### config.mk
export PLATFORM = sky130hd
export DESIGN_NAME = pipe_hazard_ctrl_flat
export DESIGN_NICKNAME = d
export VERILOG_FILES = /design/src/rtl/pipe_pkg.sv /design/src/rtl/pipe_hazard_ctrl_if.sv /design/src/rtl/pipe_hazard_ctrl_fwd_unit.sv /design/src/rtl/pipe_hazard_ctrl.sv /design/src/flat_wrapper.sv
export SDC_FILE = /design/constraint.sdc
export NUM_CORES = 1
export LEC_CHECK = 0
export BUFFER_PORTS_ARGS = -buffer_cell sky130_fd_sc_hd__clkbuf_2
export CAP_MARGIN = 30
export CORE_MARGIN = 2
export CORE_UTILIZATION = 45
export CTS_CLUSTER_SIZE = 40
export DETAILED_ROUTE_END_ITERATION = 8
export HOLD_SLACK_MARGIN = 0.06
export PLACE_DENSITY_LB_ADDON = 0.2
export SLEW_MARGIN = 40
export SYNTH_ARGS = -nofsm -noshare
export SYNTH_HDL_FRONTEND = slang
export SYNTH_SLANG_ARGS = --single-unit
export TNS_END_PERCENT = 50
### constraint.sdc
create_clock -name clk -period 2.15 [get_ports clk]
set_clock_uncertainty 0.2 [all_clocks]
set_input_delay 0.43 -clock clk [delete_from_list [all_inputs] [get_ports clk]]
set_output_delay 0.43 -clock clk [all_outputs]
set_load 0.03 [all_outputs]
### src/rtl/pipe_pkg.sv
// Shared constants for the pipeline hazard controller: RV32 opcode fields,
// forwarding select encodings and FSM state codes.
package pipe_pkg;

    // inst[6:2] opcode fields
    localparam logic [4:0] OP_LOAD   = 5'b00000;
    localparam logic [4:0] OP_STORE  = 5'b01000;
    localparam logic [4:0] OP_OP     = 5'b01100;
    localparam logic [4:0] OP_OPIMM  = 5'b00100;
    localparam logic [4:0] OP_BRANCH = 5'b11000;
    localparam logic [4:0] OP_JAL    = 5'b11011;
    localparam logic [4:0] OP_JALR   = 5'b11001;
    localparam logic [4:0] OP_LUI    = 5'b01101;
    localparam logic [4:0] OP_AUIPC  = 5'b00101;
    localparam logic [4:0] OP_SYSTEM = 5'b11100;

    localparam logic [1:0] FWD_RF  = 2'b00;
    localparam logic [1:0] FWD_MEM = 2'b01;
    localparam logic [1:0] FWD_WB  = 2'b10;

    localparam logic [1:0] ST_RUN      = 2'd0;
    localparam logic [1:0] ST_MEM_WAIT = 2'd1;
    localparam logic [1:0] ST_DRAIN    = 2'd2;
    localparam logic [1:0] ST_HALT     = 2'd3;

endpackage

### src/rtl/pipe_hazard_ctrl_if.sv
// Pipeline-to-hazard-controller bundle. The pipeline (master) presents stage
// fields; the controller (slave) returns stall/flush/forward controls and its state.
interface pipe_hazard_ctrl_if;

    logic [4:0] id_rs1_index;
    logic [4:0] id_rs2_index;
    logic [4:0] id_opcode;
    logic [4:0] ex_rs1_index;
    logic [4:0] ex_rs2_index;
    logic [4:0] ex_rd_index;
    logic [4:0] ex_opcode;
    logic       ex_wb_en;
    logic       ex_guess;
    logic       ex_taken;
    logic       ex_ecall;
    logic [4:0] mem_rd_index;
    logic       mem_wb_en;
    logic [4:0] wb_rd_index;
    logic       wb_wb_en;
    logic       dm_req;
    logic       dm_ready;

    logic       pc_stall;
    logic       fd_stall;
    logic       fd_flush;
    logic       de_flush;
    logic       de_stall;
    logic       em_stall;
    logic [1:0] fwd_rs1_sel;
    logic [1:0] fwd_rs2_sel;
    logic       halt;
    logic       mem_err;
    logic [1:0] state;

    // Data memory handshake: dm_req marks an access in MEM, dm_ready completes
    // it in the same cycle; req high with ready low freezes the whole pipeline.
    modport master (
        output id_rs1_index, id_rs2_index, id_opcode,
        output ex_rs1_index, ex_rs2_index, ex_rd_index, ex_opcode,
        output ex_wb_en, ex_guess, ex_taken, ex_ecall,
        output mem_rd_index, mem_wb_en, wb_rd_index, wb_wb_en,
        output dm_req, dm_ready,
        input  pc_stall, fd_stall, fd_flush, de_flush, de_stall, em_stall,
        input  fwd_rs1_sel, fwd_rs2_sel, halt, mem_err, state
    );

    modport slave (
        input  id_rs1_index, id_rs2_index, id_opcode,
        input  ex_rs1_index, ex_rs2_index, ex_rd_index, ex_opcode,
        input  ex_wb_en, ex_guess, ex_taken, ex_ecall,
        input  mem_rd_index, mem_wb_en, wb_rd_index, wb_wb_en,
        input  dm_req, dm_ready,
        output pc_stall, fd_stall, fd_flush, de_flush, de_stall, em_stall,
        output fwd_rs1_sel, fwd_rs2_sel, halt, mem_err, state
    );

endinterface

### src/rtl/pipe_hazard_ctrl_fwd_unit.sv
// EX operand forwarding select for one source register; MEM result wins over WB,
// and x0 is never forwarded.
module fwd_unit
    import pipe_pkg::*;
(
    input  logic [4:0] ex_rs_index,
    input  logic [4:0] mem_rd_index,
    input  logic       mem_wb_en,
    input  logic [4:0] wb_rd_index,
    input  logic       wb_wb_en,
    output logic [1:0] sel
);

    always_comb begin
        sel = FWD_RF;
        if (mem_wb_en && (mem_rd_index != 5'd0) && (mem_rd_index == ex_rs_index))
            sel = FWD_MEM;
        else if (wb_wb_en && (wb_rd_index != 5'd0) && (wb_rd_index == ex_rs_index))
            sel = FWD_WB;
    end

endmodule

### src/rtl/pipe_hazard_ctrl.sv
// Hazard/sequencing controller for the 5-stage pipeline: load-use bubbles,
// mispredict flushes, data-memory freezes, ecall drain-then-halt, and forwarding.
module pipe_hazard_ctrl
    import pipe_pkg::*;
#(
    parameter int MEM_TIMEOUT  = 16,
    parameter int DRAIN_CYCLES = 2
) (
    input  logic               clk,
    input  logic               rst,
    pipe_hazard_ctrl_if.slave  hz
);

    localparam int CNT_MAX = (MEM_TIMEOUT > DRAIN_CYCLES) ? MEM_TIMEOUT : DRAIN_CYCLES;
    localparam int CW      = $clog2(CNT_MAX + 1);

    logic [1:0]    state, state_nxt;
    logic [CW-1:0] cnt, cnt_nxt;
    logic          mem_err_q, mem_err_nxt;

    logic mem_wait, mispredict, load_use, id_reads_rs1, id_reads_rs2, run_eval;
    logic pc_stall_c, fd_stall_c, fd_flush_c, de_flush_c, de_stall_c, em_stall_c;
    logic [1:0] fwd1_c, fwd2_c;

    assign mem_wait = hz.dm_req && !hz.dm_ready;

    assign mispredict = ((hz.ex_opcode == OP_BRANCH) && (hz.ex_guess != hz.ex_taken)) ||
                        (hz.ex_opcode == OP_JALR) ||
                        ((hz.ex_opcode == OP_JAL) && !hz.ex_guess);

    assign id_reads_rs1 = (hz.id_opcode != OP_LUI) && (hz.id_opcode != OP_AUIPC) &&
                          (hz.id_opcode != OP_JAL);
    assign id_reads_rs2 = (hz.id_opcode == OP_OP) || (hz.id_opcode == OP_STORE) ||
                          (hz.id_opcode == OP_BRANCH);

    assign load_use = (hz.ex_opcode == OP_LOAD) && hz.ex_wb_en && (hz.ex_rd_index != 5'd0) &&
                      ((id_reads_rs1 && (hz.ex_rd_index == hz.id_rs1_index)) ||
                       (id_reads_rs2 && (hz.ex_rd_index == hz.id_rs2_index)));

    always_comb begin
        state_nxt   = state;
        cnt_nxt     = cnt;
        mem_err_nxt = mem_err_q;
        run_eval    = 1'b0;
        pc_stall_c  = 1'b0;
        fd_stall_c  = 1'b0;
        fd_flush_c  = 1'b0;
        de_flush_c  = 1'b0;
        de_stall_c  = 1'b0;
        em_stall_c  = 1'b0;

        case (state)
            ST_RUN: run_eval = 1'b1;
            ST_MEM_WAIT: begin
                // The release cycle is evaluated as an ordinary RUN cycle.
                if (hz.dm_ready) begin
                    run_eval = 1'b1;
                end else begin
                    {pc_stall_c, fd_stall_c, de_stall_c, em_stall_c} = 4'b1111;
                    if (cnt == CW'(MEM_TIMEOUT - 1)) begin
                        state_nxt   = ST_HALT;
                        mem_err_nxt = 1'b1;
                    end else begin
                        cnt_nxt = cnt + CW'(1);
                    end
                end
            end
            ST_DRAIN: begin
                pc_stall_c = 1'b1;
                fd_flush_c = 1'b1;
                de_flush_c = 1'b1;
                if (cnt == CW'(DRAIN_CYCLES - 1))
                    state_nxt = ST_HALT;
                else
                    cnt_nxt = cnt + CW'(1);
            end
            default: {pc_stall_c, fd_stall_c, de_stall_c, em_stall_c} = 4'b1111;
        endcase

        if (run_eval) begin
            state_nxt = ST_RUN;
            if (mem_wait) begin
                {pc_stall_c, fd_stall_c, de_stall_c, em_stall_c} = 4'b1111;
                state_nxt = ST_MEM_WAIT;
                cnt_nxt   = CW'(1);
            end else if (hz.ex_ecall) begin
                pc_stall_c = 1'b1;
                fd_flush_c = 1'b1;
                de_flush_c = 1'b1;
                state_nxt  = ST_DRAIN;
                cnt_nxt    = '0;
            end else if (mispredict) begin
                fd_flush_c = 1'b1;
                de_flush_c = 1'b1;
            end else if (load_use) begin
                pc_stall_c = 1'b1;
                fd_stall_c = 1'b1;
                de_flush_c = 1'b1;
            end
        end
    end

    // State moves on the falling edge, together with the pipeline registers.
    always_ff @(negedge clk or negedge rst) begin
        if (!rst) begin
            state     <= ST_RUN;
            cnt       <= '0;
            mem_err_q <= 1'b0;
        end else begin
            state     <= state_nxt;
            cnt       <= cnt_nxt;
            mem_err_q <= mem_err_nxt;
        end
    end

    fwd_unit u_fwd_rs1 (
        .ex_rs_index  (hz.ex_rs1_index),
        .mem_rd_index (hz.mem_rd_index),
        .mem_wb_en    (hz.mem_wb_en),
        .wb_rd_index  (hz.wb_rd_index),
        .wb_wb_en     (hz.wb_wb_en),
        .sel          (fwd1_c)
    );

    fwd_unit u_fwd_rs2 (
        .ex_rs_index  (hz.ex_rs2_index),
        .mem_rd_index (hz.mem_rd_index),
        .mem_wb_en    (hz.mem_wb_en),
        .wb_rd_index  (hz.wb_rd_index),
        .wb_wb_en     (hz.wb_wb_en),
        .sel          (fwd2_c)
    );

    // Everything is forced low while reset is held.
    assign hz.pc_stall    = rst & pc_stall_c;
    assign hz.fd_stall    = rst & fd_stall_c;
    assign hz.fd_flush    = rst & fd_flush_c;
    assign hz.de_flush    = rst & de_flush_c;
    assign hz.de_stall    = rst & de_stall_c;
    assign hz.em_stall    = rst & em_stall_c;
    assign hz.fwd_rs1_sel = rst ? fwd1_c : FWD_RF;
    assign hz.fwd_rs2_sel = rst ? fwd2_c : FWD_RF;
    assign hz.halt        = rst & (state == ST_HALT);
    assign hz.mem_err     = rst & mem_err_q;
    assign hz.state       = state;

endmodule

### src/flat_wrapper.sv
// flat-port wrapper written by rule: the top's interface ports become plain ports
module pipe_hazard_ctrl_flat import pipe_pkg::*;
#(
    parameter int MEM_TIMEOUT  = 16,
    parameter int DRAIN_CYCLES = 2
)
  (clk, rst, hz_id_rs1_index, hz_id_rs2_index, hz_id_opcode, hz_ex_rs1_index, hz_ex_rs2_index, hz_ex_rd_index, hz_ex_opcode, hz_ex_wb_en, hz_ex_guess, hz_ex_taken, hz_ex_ecall, hz_mem_rd_index, hz_mem_wb_en, hz_wb_rd_index, hz_wb_wb_en, hz_dm_req, hz_dm_ready, hz_pc_stall, hz_fd_stall, hz_fd_flush, hz_de_flush, hz_de_stall, hz_em_stall, hz_fwd_rs1_sel, hz_fwd_rs2_sel, hz_halt, hz_mem_err, hz_state);
  pipe_hazard_ctrl_if hz_i ();
  input  logic clk;
  input  logic rst;
  input wire logic [$bits(hz_i.id_rs1_index)-1:0] hz_id_rs1_index;
  input wire logic [$bits(hz_i.id_rs2_index)-1:0] hz_id_rs2_index;
  input wire logic [$bits(hz_i.id_opcode)-1:0] hz_id_opcode;
  input wire logic [$bits(hz_i.ex_rs1_index)-1:0] hz_ex_rs1_index;
  input wire logic [$bits(hz_i.ex_rs2_index)-1:0] hz_ex_rs2_index;
  input wire logic [$bits(hz_i.ex_rd_index)-1:0] hz_ex_rd_index;
  input wire logic [$bits(hz_i.ex_opcode)-1:0] hz_ex_opcode;
  input wire logic [$bits(hz_i.ex_wb_en)-1:0] hz_ex_wb_en;
  input wire logic [$bits(hz_i.ex_guess)-1:0] hz_ex_guess;
  input wire logic [$bits(hz_i.ex_taken)-1:0] hz_ex_taken;
  input wire logic [$bits(hz_i.ex_ecall)-1:0] hz_ex_ecall;
  input wire logic [$bits(hz_i.mem_rd_index)-1:0] hz_mem_rd_index;
  input wire logic [$bits(hz_i.mem_wb_en)-1:0] hz_mem_wb_en;
  input wire logic [$bits(hz_i.wb_rd_index)-1:0] hz_wb_rd_index;
  input wire logic [$bits(hz_i.wb_wb_en)-1:0] hz_wb_wb_en;
  input wire logic [$bits(hz_i.dm_req)-1:0] hz_dm_req;
  input wire logic [$bits(hz_i.dm_ready)-1:0] hz_dm_ready;
  output wire logic [$bits(hz_i.pc_stall)-1:0] hz_pc_stall;
  output wire logic [$bits(hz_i.fd_stall)-1:0] hz_fd_stall;
  output wire logic [$bits(hz_i.fd_flush)-1:0] hz_fd_flush;
  output wire logic [$bits(hz_i.de_flush)-1:0] hz_de_flush;
  output wire logic [$bits(hz_i.de_stall)-1:0] hz_de_stall;
  output wire logic [$bits(hz_i.em_stall)-1:0] hz_em_stall;
  output wire logic [$bits(hz_i.fwd_rs1_sel)-1:0] hz_fwd_rs1_sel;
  output wire logic [$bits(hz_i.fwd_rs2_sel)-1:0] hz_fwd_rs2_sel;
  output wire logic [$bits(hz_i.halt)-1:0] hz_halt;
  output wire logic [$bits(hz_i.mem_err)-1:0] hz_mem_err;
  output wire logic [$bits(hz_i.state)-1:0] hz_state;
  assign hz_i.id_rs1_index = hz_id_rs1_index;
  assign hz_i.id_rs2_index = hz_id_rs2_index;
  assign hz_i.id_opcode = hz_id_opcode;
  assign hz_i.ex_rs1_index = hz_ex_rs1_index;
  assign hz_i.ex_rs2_index = hz_ex_rs2_index;
  assign hz_i.ex_rd_index = hz_ex_rd_index;
  assign hz_i.ex_opcode = hz_ex_opcode;
  assign hz_i.ex_wb_en = hz_ex_wb_en;
  assign hz_i.ex_guess = hz_ex_guess;
  assign hz_i.ex_taken = hz_ex_taken;
  assign hz_i.ex_ecall = hz_ex_ecall;
  assign hz_i.mem_rd_index = hz_mem_rd_index;
  assign hz_i.mem_wb_en = hz_mem_wb_en;
  assign hz_i.wb_rd_index = hz_wb_rd_index;
  assign hz_i.wb_wb_en = hz_wb_wb_en;
  assign hz_i.dm_req = hz_dm_req;
  assign hz_i.dm_ready = hz_dm_ready;
  assign hz_pc_stall = hz_i.pc_stall;
  assign hz_fd_stall = hz_i.fd_stall;
  assign hz_fd_flush = hz_i.fd_flush;
  assign hz_de_flush = hz_i.de_flush;
  assign hz_de_stall = hz_i.de_stall;
  assign hz_em_stall = hz_i.em_stall;
  assign hz_fwd_rs1_sel = hz_i.fwd_rs1_sel;
  assign hz_fwd_rs2_sel = hz_i.fwd_rs2_sel;
  assign hz_halt = hz_i.halt;
  assign hz_mem_err = hz_i.mem_err;
  assign hz_state = hz_i.state;
  pipe_hazard_ctrl #(.MEM_TIMEOUT(MEM_TIMEOUT), .DRAIN_CYCLES(DRAIN_CYCLES)) u_core (.clk(clk), .rst(rst), .hz(hz_i));
endmodule
* Word level (Yosys, flattened, before mapping)
Index checks and enable logic that the tools add are counted.
** Word-level totals
- Flip-flop bits (word level) :: 8
- Bits in latches :: 0
- RAM bits :: 0
- ROM bits :: 0
- Output and inout bits :: 14
- Logic and storage cells :: 115
- Memories :: 0
** Cells by class
- Add/sub/neg operators :: 1
- Multipliers :: 0
- Div/mod/pow operators :: 0
- Order comparisons :: 0
- Eq/ne operators :: 24
- Shifts and indexed selects :: 0
- Mux-type cells :: 47
- Bitwise operators :: 8
- Reductions and logical operators :: 32
** Operators with widths (count)
- equality test 5 bit :: 6
- two-way mux 5 bit :: 6
- two-way mux 1 bit :: 24
- two-way mux 2 bit :: 12
- equality test 5 bit (second input constant) :: 4
- logical AND 1 bit :: 16
- equality test 5 x 4 -> 1 bit (second input constant) :: 3
- nonzero test 5 bit :: 3
- one-hot mux 5 bit (2 select lines) :: 1
- AND 1 bit :: 7
- inequality test 3 x 1 -> 1 bit (second input constant) :: 2
- one-hot mux 1 bit (2 select lines) :: 3
- adder 5 x 1 -> 5 bit (second input constant) :: 1
- equality test 5 x 1 -> 1 bit (second input constant) :: 1
- zero test 5 bit :: 1
- logical OR 1 bit :: 5
- inequality test 5 x 3 -> 1 bit (second input constant) :: 1
- inequality test 5 x 4 -> 1 bit (second input constant) :: 1
- inequality test 5 bit (second input constant) :: 1
- equality test 2 bit (second input constant) :: 2
- one-hot mux 2 bit (2 select lines) :: 1
- AND reduction 4 bit :: 1
- inequality test 3 x 2 -> 1 bit (second input constant) :: 1
- AND reduction 3 bit :: 1
- 7 further kinds :: 8

* Longest topological paths before layout
- Depth after elaboration :: 12
- Depth in mapped cells :: 8
- Gate-level depth less buffers :: 8

* Modules after synthesis
Synthesis repeated with hierarchy kept, for this count alone.
** Second synthesis, totals
- Cells, all modules :: 177
- Area, all modules :: 1345.0 µm²
** By module, submodules not included
- pipe_hazard_ctrl :: times used 1, cells an instance 137, area each 1042.2 µm²
- fwd_unit :: times used 2, cells an instance 20, area each 151.4 µm²

==> results.md <==
* Status: finished, violations left
* Failing checks: setup timing
* Starting Density at 46.3%
* Area post-placement at around 2000 µm²
* Hold Path Class: reg -> reg
* CTS tree: done
* Number of max-slew violations in the final report at 0
* Hold-fix buffers at CTS at 0
* Gr ovfl total at 0
* Setup slack after layout at -1490 ps
* Least-Margin Pin Slew at 672 ps
* Mapped Area at about 1200 µm²
* Unique masters post-synth at 43
* Initial DRC count at between 150 and 200
* H-tree depth at 1
* RSZ-0062 raised after global routing: yes
* Fill cells at ~110
* # DRC at 0
* CP startpoint kind: flip-flop
* Worst slew margin relative to its limit at a little under three fifths
* Layout Cells excl Fill at 314
* Mean Syn Cell Area at a little under 8 µm²
* Post-Synth Adder-Cell Area at a little under a tenth
* Bufs on Longest Clock Path at 2
* Die Y at ~57 µm
* Syn nets at ~220
* Yosys top cell by area: dfrtn_1
* Sequential area share after synthesis at 16.1%
* Total power draw at between 0.5 and 0.6 mW
* DRT Pass-1 Iters at 4
* Max VDD drop at roughly 0.27 mV
* CTS root buf: clkbuf_4
* Total wire length at ~7.1 mm
* Synth top area cells: dfrtn_1, xor2_1, ha_1
* Synth warn at 0
* CTS buffer count at 3
* Synth Instances at 159
* Via density at 6.31
* Number of global-route vias before repair at about 1900
* Area of the die at approximately 3200 µm²
* XOR/XNOR Fraction of Synth Area at 21.8%
* Simple-gate portion of the synthesized area at between 20% and 30%
* Cells after DPL at roughly 310
* MaxCap Viol Count at 0
* Largest family of logic cells by synthesized area: simple AND/OR/NAND/NOR gates
* Die width at about 57 µm
* Multiplexer area fraction after synthesis at 0%
* First-pass GRT wire length at around 9 mm
* CORE AREA at about 2700 µm²
* Hpwl dp at roughly 3.3 mm
* GRT Overall Usage at 36.5%
* Compound-Gate Fraction of Synth Area at between 20% and 30%
* CP Capture Type: output port
* P_leak at between 1 and 1.5 nW
* ANT cells at 0
* Post-Route Setup TNS at -13660 ps
* Number of enable flip-flop cells after synthesis at 0
* FF+latch count, synth at 8
* Post-layout util at approximately nine tenths
* Placer Congestion at about 0.84
* Critical path class: reg -> out
* I/O pins at slightly below 70
* Share of layout cells above drive strength 1 at between 50% and 60%
* Max FO, Critical Path at 4
* Fin. Hold Viols at 0
* Share of Yosys cell area claimed by the top area cell type at between 10% and 20%
* Clock-pin transition on the worst setup and hold timing paths at roughly 50 ps
* Worst path required time at between 1500 and 2000 ps
* Post-synth top flop: dfrtn_1
* Routed Antenna Nets at 0
* Clock sinks at 8
* Skew-Pair Late Insertion Delay at approximately 280 ps
* Setup Viol. Count Final at 21
* Final nets at ~350
* PortBufs at just under 70
* Arrival time at the worst endpoint at 3010 ps
* Area Overhead vs Synth at 98.0%
* Design area at about 2500 µm²
* PwrDens at 230 nW/µm²
* Antenna violations before repair at 0
* Synth async-reset ratio at between 90% and 100%
* Largest net degree at the start of global routing at 17
* Via count at 1982
* Row count at 19
* Routed length per placed instance at 22.7 µm
[layer usage]
layer | part of all wire, % | GRT usage (%)
met3 | 11 | 6.68
met1 | 35 | 41.5
met2 | 47 | 66.9
met4 | 6.8 | 13.6
met5 | 0 | 0
[worst max-delay path: stages, from the launching register on]
cell and delay, ps:
dfrtn_1 490, inv_2 90, ha_4 180, buf_4 160
o311a_4 310, nand3_1 100, o211ai_1 120, buf_4 190
[flip-flops by register name, summed over array words and instances (netlist names)]
name and cells:
u_core.cnt 5, u_core.hz.state 2, u_core.mem_err_q 1
[cell usage after synthesis (2+ instances only)]
master,number
nand3b_1,3
ha_1,9
nor4_1,2
o21ai_0,9
o32ai_1,2
or4_1,4
a21oi_1,9
and2_1,5
inv_1,15
nand2b_1,3
xor2_1,20
nor4_2,2
nand2_1,9
a2bb2oi_1,2
o211ai_1,2
nand3_1,9
dfrtn_1,8
xnor2_1,11
nor3_1,5
nor2_1,6
nor3b_1,2
[where the power goes]
part	switching (mW)	internal [mW]
combinational	0.143	0.138
sequential	0	0.151
clock	0.0686	0.0648
[layout by cell type, fill, tap and decap left out, types with 3 or more instances in the layout]
cell      instances
nand3_1           9
a21oi_1           4
ha_4              4
buf_4            49
inv_1            12
o21ai_2           6
buf_8             4
clkbuf_8          8
nand3b_1          3
a21oi_2           5
clkbuf_2         53
or4_1             3
xor2_1           20
nand2_1           9
dfrtn_1           8
nor2_1            5
buf_6             7
clkbuf_4          4
ha_1              4
and2_1            4
nor3_1            3
xnor2_1          11
[stage by stage]
stage | hold slack [ps] | setup WS [ps]
after floorplan | 195 | -1310
after global placement | 218 | -1090
after detailed placement | 240 | -1110
after CTS | 239 | -1310
after global routing | 267 | -1460
final | 231 | -1490
[repair_timing]
action / 4_1_cts / 5_1_grt
gates resized for setup: 54 / 26
pin swaps: 12 / 7
buffers inserted: 3 / 4
setup endpoints to repair: 21 / 21
[final cells by class]
class | instances | area, µm² | share of cell area [%]
timing repair buffer | 123 | 915 | 37.1
clock buffer | 3 | 22.5 | 0.914
inverter | 15 | 58.8 | 2.39
multi-input combinational | 134 | 1230 | 49.9
sequential | 8 | 200 | 8.12
tap | 31 | 38.8 | 1.57
[kinds of logic (layout without fill, tap and decap cells)]
logic type | count (synthesis) | after routing
AND/OR/NAND/NOR | 56 | 56
AO/OA/AOI/OAI | 38 | 38
XOR/XNOR | 31 | 31
buffers and inverters | 17 | 141
adder cells (fa/ha/maj) | 9 | 9
flip-flops | 8 | 8
[worst paths after layout]
| check | endpoint | startpoint | slack (ps) | cells after the start |
|---|---|---|---|---|
| max | hz_fd_stall | u_core.hz.state[0] | -1490 | 7 |
| min | u_core.mem_err_q | u_core.mem_err_q | 230 | 1 |
| max reg2reg | u_core.cnt[1] | u_core.cnt[0] | -190 | 8 |
| min reg2reg | u_core.mem_err_q | u_core.mem_err_q | 230 | 1 |
| max in group asynchronous | u_core.cnt[2] | rst | 640 | 2 |
| min in group asynchronous | u_core.hz.state[1] | rst | 870 | 2 |
Note: power is estimated with default switching activity, not from simulation.
